==> src/rtl/decode_stage.sv <==
`default_nettype none
// ============================================================================
// Module   : decode_stage
// Purpose  : Registered instruction decode; captures IR/NPC/PSR and produces
//            execute, writeback and memory control fields one cycle later.
// Revision : 1.0 - initial release
// ============================================================================
module decode_stage #(
    parameter bit ILLEGAL_AS_NOP = 1'b1
) (
    input  logic        clock,
    input  logic        reset,
    input  logic [15:0] instr_dout,
    input  logic [15:0] npc_in,
    input  logic [2:0]  Sr,
    input  logic        en_decode,
    output logic [15:0] IR,
    output logic [15:0] npc_out,
    output logic [2:0]  psr_out,
    output logic [5:0]  E_Control,
    output logic [1:0]  W_Control,
    output logic        Mem_Control,
    output logic        valid,
    output logic        illegal
);

    localparam logic [3:0] c_OP_BR  = 4'b0000;
    localparam logic [3:0] c_OP_ADD = 4'b0001;
    localparam logic [3:0] c_OP_LD  = 4'b0010;
    localparam logic [3:0] c_OP_ST  = 4'b0011;
    localparam logic [3:0] c_OP_AND = 4'b0101;
    localparam logic [3:0] c_OP_LDR = 4'b0110;
    localparam logic [3:0] c_OP_STR = 4'b0111;
    localparam logic [3:0] c_OP_NOT = 4'b1001;
    localparam logic [3:0] c_OP_LDI = 4'b1010;
    localparam logic [3:0] c_OP_STI = 4'b1011;
    localparam logic [3:0] c_OP_JMP = 4'b1100;
    localparam logic [3:0] c_OP_LEA = 4'b1110;

    localparam logic [1:0] c_WB_ALU = 2'd0;
    localparam logic [1:0] c_WB_MEM = 2'd1;
    localparam logic [1:0] c_WB_PC  = 2'd2;

    logic [3:0] w_opcode;
    logic [5:0] w_e_ctrl;
    logic [1:0] w_w_ctrl;
    logic       w_mem_ctrl;
    logic       w_illegal;
    logic       w_load_ctrl;

    assign w_opcode = instr_dout[15:12];

    always_comb begin
        w_e_ctrl   = 6'b000000;
        w_w_ctrl   = c_WB_ALU;
        w_mem_ctrl = 1'b0;
        w_illegal  = 1'b0;
        case (w_opcode)
            c_OP_ADD: w_e_ctrl = instr_dout[5] ? 6'b000000 : 6'b000001;
            c_OP_AND: w_e_ctrl = instr_dout[5] ? 6'b010000 : 6'b010001;
            c_OP_NOT: w_e_ctrl = 6'b100000;
            c_OP_BR, c_OP_ST: w_e_ctrl = 6'b000110;
            c_OP_LD: begin
                w_e_ctrl = 6'b000110;
                w_w_ctrl = c_WB_MEM;
            end
            c_OP_LDI: begin
                w_e_ctrl   = 6'b000110;
                w_w_ctrl   = c_WB_MEM;
                w_mem_ctrl = 1'b1;
            end
            c_OP_STI: begin
                w_e_ctrl   = 6'b000110;
                w_mem_ctrl = 1'b1;
            end
            c_OP_LEA: begin
                w_e_ctrl = 6'b000110;
                w_w_ctrl = c_WB_PC;
            end
            c_OP_LDR: begin
                w_e_ctrl = 6'b001000;
                w_w_ctrl = c_WB_MEM;
            end
            c_OP_STR: w_e_ctrl = 6'b001000;
            c_OP_JMP: w_e_ctrl = 6'b001100;
            default:  w_illegal = 1'b1;
        endcase
    end

    // Illegal opcodes either load the zeroed decode or leave controls untouched.
    assign w_load_ctrl = !w_illegal || ILLEGAL_AS_NOP;

    always_ff @(posedge clock or negedge reset) begin
        if (!reset) begin
            IR          <= 16'h0000;
            npc_out     <= 16'h0000;
            psr_out     <= 3'b000;
            E_Control   <= 6'b000000;
            W_Control   <= 2'd0;
            Mem_Control <= 1'b0;
            valid       <= 1'b0;
            illegal     <= 1'b0;
        end else if (en_decode) begin
            IR      <= instr_dout;
            npc_out <= npc_in;
            psr_out <= Sr;
            valid   <= 1'b1;
            illegal <= w_illegal;
            if (w_load_ctrl) begin
                E_Control   <= w_e_ctrl;
                W_Control   <= w_w_ctrl;
                Mem_Control <= w_mem_ctrl;
            end
        end else begin
            valid   <= 1'b0;
            illegal <= 1'b0;
        end
    end

endmodule
`default_nettype wire

==> config.mk <==
export PLATFORM = sky130hd
export DESIGN_NAME = decode_stage
export DESIGN_NICKNAME = d
export VERILOG_FILES = /design/src/rtl/decode_stage.sv
export SDC_FILE = /design/constraint.sdc
export NUM_CORES = 1
export LEC_CHECK = 0
export CORE_MARGIN = 2
export CORE_UTILIZATION = 37
export CTS_BUF_LIST = sky130_fd_sc_hd__clkbuf_2 sky130_fd_sc_hd__clkbuf_4 sky130_fd_sc_hd__clkbuf_8
export DETAILED_ROUTE_END_ITERATION = 7
export PLACE_DENSITY = 0.8
export REMOVE_ABC_BUFFERS = 1
export SETUP_SLACK_MARGIN = 0.5
export SYNTH_ARGS = -nofsm -noshare
export SYNTH_HDL_FRONTEND = slang
export SYNTH_SLANG_ARGS = --single-unit
==> constraint.sdc <==
create_clock -name clock -period 1.8 [get_ports clock]
set_clock_uncertainty 0.15 [all_clocks]
set_input_delay 0.36 -clock clock [delete_from_list [all_inputs] [get_ports clock]]
set_output_delay 0.36 -clock clock [all_outputs]
set_load 0.03 [all_outputs]
==> results.sh <==
export IMPL_clockBufferDepth=2
export IMPL_setup_ws_ps=439
export IMPL_yosys_warnings=0
export IMPL_synthFlopType="dfrtp_1"
export IMPL_drv_slew=0
export IMPL_seq_area_um2=1150
export IMPL_wl_per_cell_um=14.3
export IMPL_synth_edff_count=0
export IMPL_rr_startpoint="IR[1]"
export IMPL_whs_path_depth=2
export IMPL_start_kind="register"
export IMPL_min_path_type="input pin to register"
export IMPL_rr_endpoint="IR[1]"
export IMPL_yosys_area_top_type_share=0.630
export IMPL_wl_mm=4.26
export IMPL_antenna_left=0
export IMPL_clk_pin_slew_ps=80
export IMPL_pin_count=84
export IMPL_worstSkewPairLatency_ps=290
export IMPL_crit_path_cell_trace="buf_6"
export IMPL_drcViolationCount=0
export IMPL_syn_cell_area_um2=1830
export IMPL_drt_iter0_markers=21
export IMPL_async_flop_share=1.00
export IMPL_critPathMaxStageDelay_ps=410
export IMPL_fillers=379
export IMPL_area_growth_pct=64.9
export IMPL_synth_most_common_cell="dfrtp_1"
export IMPL_r2r_setup_slack_ps=620
export IMPL_critPathTopFamily="flip-flops"
export IMPL_worst_r2r_path_depth=3
export IMPL_syn_avg_cell_area_um2=13.9
export IMPL_endpoint_kind="output pin"
export IMPL_dp_hpwl_mm=3.07
export IMPL_setup_tns_ps=0
export IMPL_via_count=1374
export IMPL_grt_usage=0.170
export IMPL_dieArea_um2=5520
export IMPL_htree_levels=2
export IMPL_grt_max_degree=31
export IMPL_rsz0062_at_grt="yes"
export IMPL_multi_input_area_um2=583
export IMPL_setup_worst_path_class="register to output pin"
export IMPL_cts_buffers_inserted=5
export IMPL_cp_required_ps=1290
export IMPL_yosys_area_top_type="dfrtp_1"
export IMPL_synthTopCellsByArea="dfrtp_1 63%, mux2_2 20%, o21ai_0 1.9%, inv_1 1.8%, buf_4 1.6%"
export IMPL_cts_tree="yes"
export IMPL_seq_area_frac_synth=0.630
export IMPL_antenna_cells=0
export IMPL_hp_start="en_decode"
export IMPL_clkSinkCount=46
export IMPL_power_density_nw_per_um2=884
export IMPL_drt_pass1_iter_count=4
export IMPL_worstMarginPinSlew_ps=320
export IMPL_nNetsFinal=268
export IMPL_port_buffers=83
export IMPL_cp_arrival_ps=850
export IMPL_dieHeight_um=74.3
export IMPL_synthCells=131
export IMPL_rows=25
export IMPL_vias_per_cell=4.61
export IMPL_cap_viol_max_count=0
export IMPL_fmax_mhz=735
export IMPL_crit_path_max_fanout=2
export IMPL_dieWidth_um=74.3
export IMPL_drive_gt1_frac=0.468
export IMPL_gp_congestion=0.798
export IMPL_slowest_stage="dfrtp_1"
export IMPL_core_area_um2=4750
export IMPL_synth_common_cells="46 x dfrtp_1, 33 x mux2_2, 9 x inv_1, 7 x o21ai_0, 5 x nor2_1"
export IMPL_grt_pass1_vias=1508
export IMPL_pre_cts_slack_ps=136
export IMPL_period_needed_ps=1360
export IMPL_hold_viol=0
export IMPL_relSlewSlack=0.787
export IMPL_status="complete, no violations"
export IMPL_peakVddDrop_uv=638
export IMPL_initial_core_util=0.384
export IMPL_ys_ff_latch=46
export IMPL_finalCritPeriodShare=0.756
export IMPL_whs_endpoint="valid"
export IMPL_power_leakage_uw=0.00135
export IMPL_synth_cell_types=24
export IMPL_antenna_found_initial=0
export IMPL_final_util=0.634
export IMPL_cp_num_buf_inv=1
export IMPL_grt_ovfl_total=0
export IMPL_finalSetupViolCount=0
export IMPL_cts_root_buffer="clkbuf_8"
export IMPL_grt_pass1_wl_mm=6.91
## cell type report
class                           instances  share of cell area
Inverter                                9              0.0112
Sequential cell                        46               0.382
Clock inverter                          2              0.0125
Tap cell                               67              0.0278
Timing Repair Buffer                  100               0.348
Multi-Input combinational cell         68               0.194
Clock buffer                            6              0.0253
## routing by layer
layer,global-route usage,part of all wire,vias to the layer above
met5,0,0,-
met4,0.0655,0.012,0
met3,0.100,0.13,5
met2,0.260,0.47,62
met1,0.199,0.39,668
li1,-,-,639
## power by group
part	internal, µW	total, µW	switching, µW
sequential	1130	1190	66.4
combinational	364	704	340
clock	429	767	337
total	1920	2660	744
## worst max path at each step
| stage | from | end | depth (start not counted) |
|---|---|---|---|
| floorplan | instr_dout[15] | illegal | 3 |
| global placement | instr_dout[14] | illegal | 4 |
| detailed placement | instr_dout[12] | E_Control[4] | 4 |
| CTS | E_Control[4] | E_Control[4] | 1 |
| global route | npc_out[12] | npc_out[12] | 1 |
| finish | npc_out[12] | npc_out[12] | 1 |
## cell usage in the layout, fill, tap and decap left out, drive strengths merged, types with 2 or more instances in the layout
master         instances
clkdlybuf4s50         31
nor2                   5
nor2b                  2
nand4b                 2
o22ai                  2
inv                    9
nand2                  4
mux2                  33
nand2b                 2
o21ai                  7
clkbuf                 7
buf                   63
nand3                  3
dlygate4sd2            4
dfrtp                 46
## flip-flops by register name, indices dropped and copies added, names as in the netlist
| name | cells |
|---|---|
| E_Control | 6 |
| IR | 16 |
| npc_out | 16 |
| Mem_Control | 1 |
| W_Control | 2 |
| psr_out | 3 |
| illegal | 1 |
| valid | 1 |
## cell families after synthesis
logic type	Yosys count	synth area share
flip-flops	46	0.630
multiplexers	34	0.209
AND/OR/NAND/NOR	19	0.0575
buffers and inverters	17	0.0520
AO/OA/AOI/OAI	15	0.0514
## metrics by stage
step                cell area [µm²]  hold WS (ps)  power (µW)  cells
floorplan                      1770         -85.6        1490    123
global placement               2760           205        1840    280
detailed placement             2760           220        1860    280
CTS                            2980           332        2690    294
global route                   3010           347        2780    298
finish                         3010           344        2660    298
## repair_timing
item,in CTS,in global routing
gates cloned,0,0
endpoints found under the setup margin,54,57
endpoints found under the hold margin,19,0
hold buffers,1,0
setup buffers,5,4
gates resized for setup,328,1
No activity file was read; power rests on OpenSTA's default activity.
